--- src/rtl/uart_pkg.sv ---
// Shared types and sample-point constants for the pixel-link UART receiver.
package uart_pkg;

  typedef enum logic [1:0] {IDLE, START, DATA, STOP} rx_state_e;

  // Mid-bit and last-sample indices for an oversample ratio of 2**log2.
  function automatic int mid_sample(input int log2);
    return (1 << (log2 - 1)) - 1;
  endfunction

  function automatic int last_sample(input int log2);
    return (1 << log2) - 1;
  endfunction

  localparam int DFLT_SAMPLE_LOG2 = 4;
  localparam int MID_SAMPLE       = mid_sample(DFLT_SAMPLE_LOG2);
  localparam int LAST_SAMPLE      = last_sample(DFLT_SAMPLE_LOG2);

endpackage

--- src/rtl/uart_pixel_receiver_if.sv ---
// Downstream FIFO write port carrying assembled pixel words.
interface uart_pixel_receiver_if #(
  parameter int PIX_W = 16
);
  // push is a one-cycle write strobe qualified by full sampled on the same edge
  // that decides the push; a word offered while full is dropped, never retried.
  logic [PIX_W-1:0] pixelData;
  logic             push;
  logic             full;

  modport master (output pixelData, output push, input full);
  modport slave  (input pixelData, input push, output full);
endinterface

--- src/rtl/uart_rx_byte.sv ---
// 8N1 byte deserialiser: two-flop synchroniser, oversampled bit FSM, shift register.
module uart_rx_byte
  import uart_pkg::*;
#(
  parameter int SAMPLE_LOG2 = 4,
  parameter int WORD_SIZE   = 8
) (
  input  logic                 clk,
  input  logic                 reset,
  input  logic                 serialIn,
  output logic [WORD_SIZE-1:0] rxByte,
  output logic                 byteValid,
  output logic                 frameErr,
  output logic                 byte_done,
  output logic                 frame_bad,
  output logic [WORD_SIZE-1:0] shift_q,
  output rx_state_e            state
);

  localparam logic [SAMPLE_LOG2-1:0] S_MID  = SAMPLE_LOG2'(mid_sample(SAMPLE_LOG2));
  localparam logic [SAMPLE_LOG2-1:0] S_LAST = SAMPLE_LOG2'(last_sample(SAMPLE_LOG2));
  localparam int                     BW     = (WORD_SIZE > 1) ? $clog2(WORD_SIZE) : 1;
  localparam logic [BW-1:0]          B_LAST = BW'(WORD_SIZE - 1);

  logic                   sync1;
  logic                   sync2;
  logic [SAMPLE_LOG2-1:0] s_cnt;
  logic [BW-1:0]          b_cnt;
  logic                   stop_tick;

  // Stop-sample events are exported unregistered so the pair assembler can
  // register its push in the same edge that registers byteValid.
  assign stop_tick = (state == STOP) && (s_cnt == S_LAST);
  assign byte_done = stop_tick && sync2;
  assign frame_bad = stop_tick && !sync2;

  always_ff @(posedge clk) begin
    if (reset) begin
      sync1 <= 1'b1;
      sync2 <= 1'b1;
    end else begin
      sync1 <= serialIn;
      sync2 <= sync1;
    end
  end

  always_ff @(posedge clk) begin
    if (reset) begin
      state     <= IDLE;
      s_cnt     <= '0;
      b_cnt     <= '0;
      shift_q   <= '0;
      rxByte    <= '0;
      byteValid <= 1'b0;
      frameErr  <= 1'b0;
    end else begin
      byteValid <= byte_done;
      frameErr  <= frame_bad;
      if (byte_done) rxByte <= shift_q;
      case (state)
        IDLE: begin
          s_cnt <= '0;
          if (!sync2) state <= START;
        end
        START: begin
          if (s_cnt == S_MID) begin
            s_cnt <= '0;
            b_cnt <= '0;
            state <= sync2 ? IDLE : DATA;
          end else begin
            s_cnt <= s_cnt + 1'b1;
          end
        end
        DATA: begin
          if (s_cnt == S_LAST) begin
            s_cnt   <= '0;
            shift_q <= {sync2, shift_q[WORD_SIZE-1:1]};
            if (b_cnt == B_LAST) begin
              b_cnt <= '0;
              state <= STOP;
            end else begin
              b_cnt <= b_cnt + 1'b1;
            end
          end else begin
            s_cnt <= s_cnt + 1'b1;
          end
        end
        STOP: begin
          if (s_cnt == S_LAST) begin
            s_cnt <= '0;
            state <= IDLE;
          end else begin
            s_cnt <= s_cnt + 1'b1;
          end
        end
        default: state <= IDLE;
      endcase
    end
  end

endmodule

--- src/rtl/uart_pixel_receiver.sv ---
// Pixel-link receive end: pairs UART bytes (MSB first) into 16-bit FIFO words.
module uart_pixel_receiver
  import uart_pkg::*;
#(
  parameter int SAMPLE_LOG2  = 4,
  parameter int WORD_SIZE    = 8,
  parameter int PAIR_TIMEOUT = 4096
) (
  input  logic                   clk,
  input  logic                   reset,
  input  logic                   serialIn,
  uart_pixel_receiver_if.master  fifo,
  output logic [WORD_SIZE-1:0]   rxByte,
  output logic                   byteValid,
  output logic                   frameErr,
  output logic                   overrun,
  output logic                   pairTimeout,
  output rx_state_e              dbg_state,
  output logic                   dbg_have_msb
);

  localparam int            TW     = (PAIR_TIMEOUT > 2) ? $clog2(PAIR_TIMEOUT) : 1;
  localparam logic [TW-1:0] T_LAST = TW'(PAIR_TIMEOUT - 1);

  logic                 byte_done;
  logic                 frame_bad;
  logic [WORD_SIZE-1:0] shift_q;
  logic                 have_msb;
  logic [WORD_SIZE-1:0] msb_q;
  logic [TW-1:0]        t_cnt;

  uart_rx_byte #(
    .SAMPLE_LOG2 (SAMPLE_LOG2),
    .WORD_SIZE   (WORD_SIZE)
  ) u_rx_byte (
    .clk       (clk),
    .reset     (reset),
    .serialIn  (serialIn),
    .rxByte    (rxByte),
    .byteValid (byteValid),
    .frameErr  (frameErr),
    .byte_done (byte_done),
    .frame_bad (frame_bad),
    .shift_q   (shift_q),
    .state     (dbg_state)
  );

  assign dbg_have_msb = have_msb;

  // A completed byte takes priority over timeout expiry in the same cycle.
  always_ff @(posedge clk) begin
    if (reset) begin
      have_msb       <= 1'b0;
      msb_q          <= '0;
      t_cnt          <= '0;
      fifo.pixelData <= '0;
      fifo.push      <= 1'b0;
      overrun        <= 1'b0;
      pairTimeout    <= 1'b0;
    end else begin
      fifo.push   <= 1'b0;
      overrun     <= 1'b0;
      pairTimeout <= 1'b0;
      if (byte_done) begin
        if (!have_msb) begin
          msb_q    <= shift_q;
          have_msb <= 1'b1;
          t_cnt    <= '0;
        end else begin
          have_msb <= 1'b0;
          if (!fifo.full) begin
            fifo.pixelData <= {msb_q, shift_q};
            fifo.push      <= 1'b1;
          end else begin
            overrun <= 1'b1;
          end
        end
      end else if (frame_bad) begin
        have_msb <= 1'b0;
      end else if (have_msb) begin
        if (t_cnt == T_LAST) begin
          pairTimeout <= 1'b1;
          have_msb    <= 1'b0;
        end else begin
          t_cnt <= t_cnt + 1'b1;
        end
      end
    end
  end

endmodule

--- src/flat_wrapper.sv ---
// flat-port wrapper written by rule: the top's interface ports become plain ports
module uart_pixel_receiver_flat import uart_pkg::*;
#(
  parameter int SAMPLE_LOG2  = 4,
  parameter int WORD_SIZE    = 8,
  parameter int PAIR_TIMEOUT = 4096
)
  (clk, reset, serialIn, rxByte, byteValid, frameErr, overrun, pairTimeout, dbg_state, dbg_have_msb, fifo_pixelData, fifo_push, fifo_full);
  uart_pixel_receiver_if fifo_i ();
  input  logic clk;
  input  logic reset;
  input  logic serialIn;
  output logic [WORD_SIZE-1:0] rxByte;
  output logic byteValid;
  output logic frameErr;
  output logic overrun;
  output logic pairTimeout;
  output rx_state_e dbg_state;
  output logic dbg_have_msb;
  output wire logic [$bits(fifo_i.pixelData)-1:0] fifo_pixelData;
  output wire logic [$bits(fifo_i.push)-1:0] fifo_push;
  input wire logic [$bits(fifo_i.full)-1:0] fifo_full;
  assign fifo_pixelData = fifo_i.pixelData;
  assign fifo_push = fifo_i.push;
  assign fifo_i.full = fifo_full;
  uart_pixel_receiver #(.SAMPLE_LOG2(SAMPLE_LOG2), .WORD_SIZE(WORD_SIZE), .PAIR_TIMEOUT(PAIR_TIMEOUT)) u_core (.clk(clk), .reset(reset), .serialIn(serialIn), .fifo(fifo_i), .rxByte(rxByte), .byteValid(byteValid), .frameErr(frameErr), .overrun(overrun), .pairTimeout(pairTimeout), .dbg_state(dbg_state), .dbg_have_msb(dbg_have_msb));
endmodule
--- config.mk ---
export PLATFORM = sky130hd
export DESIGN_NAME = uart_pixel_receiver_flat
export DESIGN_NICKNAME = d
export VERILOG_FILES = /design/src/rtl/uart_pkg.sv /design/src/rtl/uart_pixel_receiver_if.sv /design/src/rtl/uart_rx_byte.sv /design/src/rtl/uart_pixel_receiver.sv /design/src/flat_wrapper.sv
export SDC_FILE = /design/constraint.sdc
export NUM_CORES = 1
export LEC_CHECK = 0
export ABC_AREA = 0
export BUFFER_PORTS_ARGS = -buffer_cell sky130_fd_sc_hd__buf_2
export CAP_MARGIN = 10
export CELL_PAD_IN_SITES_DETAIL_PLACEMENT = 1
export CELL_PAD_IN_SITES_GLOBAL_PLACEMENT = 2
export CORE_UTILIZATION = 34
export CTS_CLUSTER_SIZE = 25
export DETAILED_ROUTE_END_ITERATION = 10
export PLACE_DENSITY_LB_ADDON = 0.1
export SYNTH_ARGS = -nofsm -noshare
export SYNTH_HDL_FRONTEND = slang
export SYNTH_SLANG_ARGS = --single-unit
--- constraint.sdc ---
create_clock -name clk -period 3.1 [get_ports clk]
set_input_delay 0.775 -clock clk [delete_from_list [all_inputs] [get_ports clk]]
set_output_delay 0.775 -clock clk [all_outputs]
set_load 0.05 [all_outputs]
**Yosys cells after proc, flatten, opt, wreduce, memory -nomap -nowiden**

Index checks and enable logic that the tools add are counted.

- Bits in registers: 69
- Input port bits: 4
- Output and inout bits: 32
- Word-level logic and storage cells: 80

- Add/sub/neg operators: 3
- Eq/ne operators: 15
- Multiplexer cells: 27
- Bitwise operators: 3
- Reductions and logical operators: 16

Operators with widths:

| cell | number |
|---|---|
| 2-to-1 mux 12 bit | 5 |
| adder 12 x 1 -> 12 bit, second input constant | 1 |
| == test 12 bit, second input constant | 1 |
| 2-to-1 mux 2 bit | 6 |
| one-hot mux 4 bit (3 select lines) | 1 |
| != test 2 bit, second input constant | 5 |
| 2-to-1 mux 3 bit | 3 |
| 2-to-1 mux 1 bit | 8 |
| 2-to-1 mux 4 bit | 2 |
| one-hot mux 2 bit (4 select lines) | 1 |
| != test 2 x 1 -> 1 bit, second input constant | 3 |
| one-hot mux 3 bit (2 select lines) | 1 |
| AND reduction 3 bit | 2 |
| AND reduction 5 bit | 1 |
| adder 4 x 1 -> 4 bit, second input constant | 1 |
| == test 2 bit, second input constant | 2 |
| == test 4 x 3 -> 1 bit, second input constant | 1 |
| == test 4 bit, second input constant | 1 |
| AND reduction 2 bit | 2 |
| AND reduction 4 bit | 1 |
| nonzero test 2 bit | 2 |
| OR reduction 4 bit | 1 |
| adder 3 x 1 -> 3 bit, second input constant | 1 |
| == test 3 bit, second input constant | 1 |
| 7 further kinds | 11 |

**Longest topological paths before layout**

Gate-level depths: netlist of the first run.

- Depth after elaboration: 5
- Gate-level depth with buffers: 11
- Depth with buffers taken out: 9

**Modules after synthesis**

Synthesis of the first run repeated with hierarchy kept, for this count alone.

- Cells, all modules: 331
- Area total of the unflattened synthesis: 2986.6 um^2

By module, submodules not included:

| module | times used | cells an instance | area each (um^2) | seq. area each (um^2) |
|---|---|---|---|---|
| uart_pixel_receiver | 1 | 188 | 1656.6 | 800.8 |
| uart_rx_byte | 1 | 143 | 1330.0 | 580.6 |

**Worst setup path after synthesis of the first run**

Ideal clock, no wire load.

- Path kind: register to register
- Start: reg u_core.u_rx_byte.state[0]
- End: reg u_core.t_cnt[5]
- Library setup time: 0.070 ns
- Arrival: 2.555 ns
- Data required time: 3.030 ns
- Slack: 0.475 ns
- Stages on the path, launching flop included: 11
- Path buffers: 2
- Period minus slack after synthesis: 2.625 ns
- Path through: dfxtp_1 > and4_1 > buf_6 > nand3_4 > inv_1 > buf_2 > ha_1 > a31oi_1 > o21ai_2 > or4b_1 > a21oi_1

- Word-level cells in the longest chain between the ends: 5
- Elaborated cells between the ends (all ways): 10
- Those cells by class: eq/ne: 4; mux: 1; reduce/logical: 5

Ends and longest elaborated chain:

| what | RTL line | text |
|---|---|---|
| start: declaration | uart_rx_byte.sv:17 | `output rx_state_e state` |
| start signal: assignment | uart_rx_byte.sv:69 | `state <= sync2 ? IDLE : DATA;` |
| == test 2 bit * | uart_rx_byte.sv:33 | `assign stop_tick = (state == STOP) && (s_cnt == S_LAST);` |
| logical AND 1 bit * | uart_rx_byte.sv:33 |  |
| logical AND 1 bit * | uart_rx_byte.sv:34 | `assign byte_done = stop_tick && sync2;` |
| net u_core.byte_done | uart_pixel_receiver.sv:25 | `logic byte_done;` |
| != test 2 x 1 -> 1 bit (no line), or another cell as far along | -- |  |
| AND reduction 4 bit (no line) | -- |  |
| end signal: assignment | uart_pixel_receiver.sv:85 | `t_cnt <= t_cnt + 1'b1;` |
| end: declaration | uart_pixel_receiver.sv:30 | `logic [TW-1:0] t_cnt;` |

The timed path passes the listed nets; every way through them passes the cells marked *.
A chain may end at the register's enable or synchronous reset.

**Worst setup path after layout of the first run**

- Start: reg u_core.u_rx_byte.s_cnt[0]
- End: reg u_core.t_cnt[10]

- Word-level cells in the longest chain between the ends: 5
- Elaborated cells between the ends (all ways): 10
- Those cells by class: eq/ne: 4; mux: 1; reduce/logical: 5

Ends and longest elaborated chain:

| what | RTL line | text |
|---|---|---|
| start: declaration | uart_rx_byte.sv:27 | `logic [SAMPLE_LOG2-1:0] s_cnt;` |
| start signal: assignment | uart_rx_byte.sv:71 | `s_cnt <= s_cnt + 1'b1;` |
| start signal: assignment | uart_rx_byte.sv:85 | `s_cnt <= s_cnt + 1'b1;` |
| start signal: assignment | uart_rx_byte.sv:93 | `s_cnt <= s_cnt + 1'b1;` |
| == test 4 bit * | uart_rx_byte.sv:33 |  |
| logical AND 1 bit * | uart_rx_byte.sv:33 |  |
| logical AND 1 bit, on equally long branches | uart_rx_byte.sv:35, uart_rx_byte.sv:34 |  |
| != test 2 x 1 -> 1 bit (no line), or another cell as far along | -- |  |
| AND reduction 4 bit (no line) | -- |  |

Every way passes the cells marked *; elsewhere a longest branch is shown, timed or not.

==> metrics.cfg, run 1 <==
[clock_network]
cts_resized = 0
cts.sinks = 69
tritoncts = built
cts-root-buf = clkbuf_8
cts_hold_buf = 0
numCtsBuffers = 9
cts.clk_slew.worst_paths_ns = 0.07
worstSkewPairLatency_ns = 0.34
htreeDepth = 3
cts_setup_buffers = 0
cts_max_path_buffers = 2

[place]
hpwlAfterDp_um = 4520
io_buffer_count = 35
routabilityCongestion = 0.750
dp_slack_ns = 0.503
placed_cells = 452

[synth]
synth_flop_cell = dfxtp_1
netlist_area_um2 = 2840
ys_seq_area_frac = 0.487
syn_avg_cell_area_um2 = 8.65
synthDistinctLibCells = 47
netlist_instances = 328
synth_edf_count = 0
yosys_warnings = 0
async_flop_share = 0
synth-seq-cells = 69
synth_fp_nets = 338

[grt]
grt_use_total = 0.165
grt_pass1_vias = 2205
grt_max_degree = 58
grt.overflow.total = 0
antenna_found_initial = 0
grt_pass1_wl_um = 11200

[detailed_routing]
ant_nets = 0
drc = 0
vias_per_cell = 4.97
drt-initial-drc-count = 83
routedWlPerCell_um = 14.3
dr.pass1.iters = 4
routed-via-count = 2322
drt_wl_total_um = 6680

[sta]
skew_ns = 0.00996
tns_ns = 0
final.setup.worst_slack_ns = 0.501
post-route-period-util = 0.839
relSlewSlack = 0.535
grt_setup_unrepaired = false
drv_slew = 0
finalCriticalPeriod_ns = 2.60
finalHoldViolations = 0
fmax_mhz = 385
hold_ws_ns = 0.415
setup_viol_count_final = 0
tightest_slew_ns = 0.690

[floorplanning]
design.core.area_um2 = 7890
row_count = 32
die_height_um = 93.4
die_area_um2 = 8720
ios = 36
dieWidth_um = 93.4
start_util = 0.360

[power_and_ir_drop]
pwr-share-seq = 0.513
swShare = 0.221
power-per-cell-area_nw_per_um2 = 528
p_leak_uw = 0.00122
p_int_uw = 1350
p_clk_frac = 0.455
switchingPower_uw = 385
irDropWorstVdd_mv = 0.221
power_frac_comb = 0.032

[critical_path]
crit_path_end_kind = flip-flop
worstPathMaxFanout = 6
cp-start-kind = flip-flop
crit_arrival_ns = 2.87
critPathKind = reg2reg
required_ns = 3.37

[finish]
final_nets = 371
layout.cells.non_filler = 467
finish.utilization = 0.418
drive_gt1_frac = 0.178
seqCellArea_um2 = 1380
multi_input_area_um2 = 1340
area_delta_synth_final_pct = 16.1
antennaDiodeCount = 0
nFillCells = 972

[hold_path]
hold_path_class = reg2reg

[status]
status = complete, no violations

[run]
maxCapViolCount = 0

-- worst max-delay path, stage by stage (launching register included) --
cell and delay, ns:
dfxtp_1 0.36, ha_1 0.27, and4_1 0.46, nand3_4 0.11, inv_1 0.09, ha_1 0.27, a21oi_4 0.22, nand3_1 0.27
or3_1 0.41, o21ai_1 0.08
-- Yosys cell counts, drive strengths merged, types with 2 or more instances --
library cell	n	area, um^2
dfxtp	69	1380
inv	6	22.5
a31oi	6	37.5
nand4	4	25.0
or2	2	12.5
ha	6	75.1
clkbuf	9	33.8
and2	3	21.3
nand2b	5	31.3
buf	9	62.6
nand3	13	77.6
nand3b	2	15.0
a21oi	35	190
nor2	33	126
o31ai	5	37.5
and3	3	18.8
nand2	59	221
or3	4	25.0
o21ai	17	88.8
nor2b	2	12.5
mux2i	17	170
nor3	5	36.3
-- cell type report --
type                            instances  share of cell area
Sequential cell                        69               0.419
Multi-Input combinational cell        235               0.406
Timing Repair Buffer                   40              0.0646
Tap cell                              102              0.0387
Clock buffer                            9              0.0376
Clock inverter                          6              0.0270
Inverter                                6             0.00684
-- state kept, by name, summed over array words and instances (netlist names), 3 cells and up, named ones only --
register,cells
u_core.msb_q,8
u_core.fifo.pixelData,16
u_core.u_rx_byte.shift_q,8
u_core.u_rx_byte.s_cnt,4
u_core.u_rx_byte.b_cnt,3
u_core.t_cnt,12
u_core.u_rx_byte.rxByte,8
-- kinds of logic after synthesis --
group	count (synthesis)	share of synthesized area
AOI/OAI and AO/OA	68	0.139
xor gates and xnor gates	1	0.00309
adders and majority gates	6	0.0265
buffers and inverters	24	0.0419
DFF	69	0.487
muxes	17	0.0600
and+or+nand+nor	143	0.243
-- metal layers --
layer | vias to the layer above | wire length, um | track usage | share of wire
li1 | 1193 | - | - | -
met1 | 1084 | 3540 | 0.240 | 0.53
met2 | 39 | 2840 | 0.240 | 0.43
met3 | 6 | 234 | 0.0415 | 0.035
met4 | 0 | 61 | 0.0500 | 0.0091
met5 | - | 0 | 0 | 0
-- layout by cell type (no fill, tap or decap), types with 2 or more instances in the layout --
master       n
dfxtp_1     69
nand2_1     59
buf_2       35
a21oi_1     33
nor2_1      32
mux2i_1     17
o21ai_0     15
nand3_1     12
clkbuf_8     9
inv_1        6
a31oi_1      6
ha_1         6
o31ai_1      5
nand2b_1     5
buf_4        5
nand4_1      4
or3_1        4
nor3_1       4
and3_1       3
nor2b_1      2
nand3b_1     2
or2_2        2
clkinvlp_4   2
bufinv_16    2
-- power groups by stage --
stage,Combinational [uW],Sequential (uW),Clock (uW)
final,55.8,893,791
after global routing,63.0,893,867
after CTS,56.9,893,823
after detailed placement,56.8,914,0
after global placement,56.5,914,0
after floorplan,32.2,920,0
-- path summary, 6_finish.rpt --
path	startpoint	slack, ns	to	cells after the start
max	u_core.u_rx_byte.s_cnt[0]	0.50	u_core.t_cnt[10]	9
min	u_core.u_rx_byte.sync1	0.41	u_core.u_rx_byte.sync2	1
max reg2reg	u_core.u_rx_byte.s_cnt[0]	0.50	u_core.t_cnt[10]	9
min reg2reg	u_core.u_rx_byte.sync1	0.41	u_core.u_rx_byte.sync2	1
-- per-stage QoR --
stage                     cell area, um^2  power, uW
after floorplan                      2840        952
after global placement               3080        970
after detailed placement             3080        971
after CTS                            3290       1770
after global routing                 3290       1820
final                                3290       1740
No activity file was read; power rests on OpenSTA's default activity.
==> run 2, diff against run 1 <==
==> constraint.sdc (replaced) <==
create_clock -name clk -period 2.6 [get_ports clk]
set_input_delay 0.65 -clock clk [delete_from_list [all_inputs] [get_ports clk]]
set_output_delay 0.65 -clock clk [all_outputs]
set_load 0.05 [all_outputs]
==> run 2 against run 1 <==
Against the previous run: setup slack got worse by 0.30 ns; die area did not move; sequential share of layout area down 0.23 points; clock skew down 0.00058 ns; non-clock buffer count is 1 higher; final cell count increased by 0.43%; total power up 18%; critical path depth stayed put; combinational power is 9.3% higher.
==> metrics.cfg, run 2 (synthesis results as in run 1) <==
[finish]
mostFrequentLayoutCell = dfxtp_1
area_delta_synth_final_pct = 16.8
drive_gt1_frac = 0.188
top_register = u_core.fifo.pixelData
reg.largest.list = u_core.fifo.pixelData: 16 flops, u_core.t_cnt: 12 flops
layout.cells.non_filler = 469
antennaDiodeCount = 0
final_nets = 372
final_area_um2 = 3320
largest_register_ffs = 16
final_cell_mix = dfxtp_1, nand2_1, buf_2

[critical_path]
cpMostUsedCell = ha_1
cp-start-kind = flip-flop
worstPathMaxFanout = 6
required_ns = 2.87
crit_path_end_kind = flip-flop
crit_buf_inv = 1
critPathKind = reg2reg
cp_slowest_cell = or4b_1
crit_arrival_ns = 2.68
cpPeakStageDelay_ns = 0.48
path_delay_family = simple AND/OR/NAND/NOR gates
crit_chain = ha_1 -> and4_1 -> nand3_4 -> inv_1 -> ha_1 -> a31oi_1 -> o21ai_2 -> or4b_1 -> a21oi_1

[floorplanning]
die_height_um = 93.4
die_area_um2 = 8720
dieWidth_um = 93.4
row_count = 32
design.core.area_um2 = 7890
start_util = 0.360
ios = 36

[power_and_ir_drop]
irDropWorstVdd_mv = 0.240
p_leak_uw = 0.00123
power-per-cell-area_nw_per_um2 = 621

[sta]
fmax_mhz = 416
relSlewSlack = 0.576
drv_slew = 0
setup_viol_count_final = 0
finalCriticalPeriod_ns = 2.40
grt_setup_unrepaired = false
tns_ns = 0
tightest_slew_ns = 0.634
skew_ns = 0.00939
post-route-period-util = 0.924
finalHoldViolations = 0

[clock_network]
cts.clk_slew.worst_paths_ns = 0.08
cts_setup_buffers = 0
worstSkewPairLatency_ns = 0.35
cts_hold_buf = 0
cts.sinks = 69
numCtsBuffers = 9
cts-root-buf = clkbuf_8
cts_max_path_buffers = 2
cts_resized = 0
htreeDepth = 3
tritoncts = built

[place]
place_area_um2 = 3100
routabilityCongestion = 0.726
placed_cells = 453
io_buffer_count = 35
hpwlAfterDp_um = 4570

[detailed_routing]
drt_wl_total_um = 6750
vias_per_cell = 5.00
drt-initial-drc-count = 71
routed-via-count = 2346
routedWlPerCell_um = 14.4
drc = 0
ant_nets = 0
dr.pass1.iters = 4

[run]
maxCapViolCount = 0

[grt]
grt_pass1_vias = 2296
grt_max_degree = 58
antenna_found_initial = 0
grt.overflow.total = 0
grt_pass1_wl_um = 11500
grt_use_total = 0.171

[status]
status = complete, no violations

[hold_path]
hold_path_class = reg2reg

run 2: layout make-up:
type	instances	area, um^2
Tap cell	102	128
Multi-Input combinational cell	235	1340
Inverter	6	22.5
Clock buffer	10	138
Fill cell	949	4570
Clock inverter	6	70.1
Sequential cell	69	1380
Timing Repair Buffer	41	233
run 2: power breakdown:
group / internal [uW] / switching, uW / total (uW)
logic: 20.5 / 40.6 / 61.0
registers: 1060 / 9.38 / 1070
clock network: 474 / 452 / 926
run 2: path summary, 6_finish.rpt:
path	cells after the start	slack, ns	startpoint	end
setup reg to reg	9	0.20	u_core.u_rx_byte.s_cnt[0]	u_core.t_cnt[5]
hold / removal	1	0.41	u_core.u_rx_byte.sync1	u_core.u_rx_byte.sync2
setup / recovery	9	0.20	u_core.u_rx_byte.s_cnt[0]	u_core.t_cnt[5]
hold reg to reg	1	0.41	u_core.u_rx_byte.sync1	u_core.u_rx_byte.sync2
run 2: through the flow:
step           utilization  total power [uW]  worst slack [ns]  hold slack (ns)
3_3_place_gp         0.393              1160             0.296            0.398
6_report             0.420              2060             0.197            0.414
3_5_place_dp         0.393              1160             0.241            0.396
4_1_cts              0.420              2090             0.177            0.415
2_1_floorplan            -              1140             0.110            0.389
5_1_grt              0.420              2130            0.0270            0.432
run 2: metal layers:
| layer | global-route usage | vias to the layer above | routed length [um] |
|---|---|---|---|
| li1 | - | 1200 | - |
| met1 | 0.238 | 1108 | 3560 |
| met2 | 0.258 | 28 | 2910 |
| met3 | 0.0293 | 10 | 198 |
| met4 | 0.0731 | 0 | 87 |
| met5 | 0 | - | 0 |
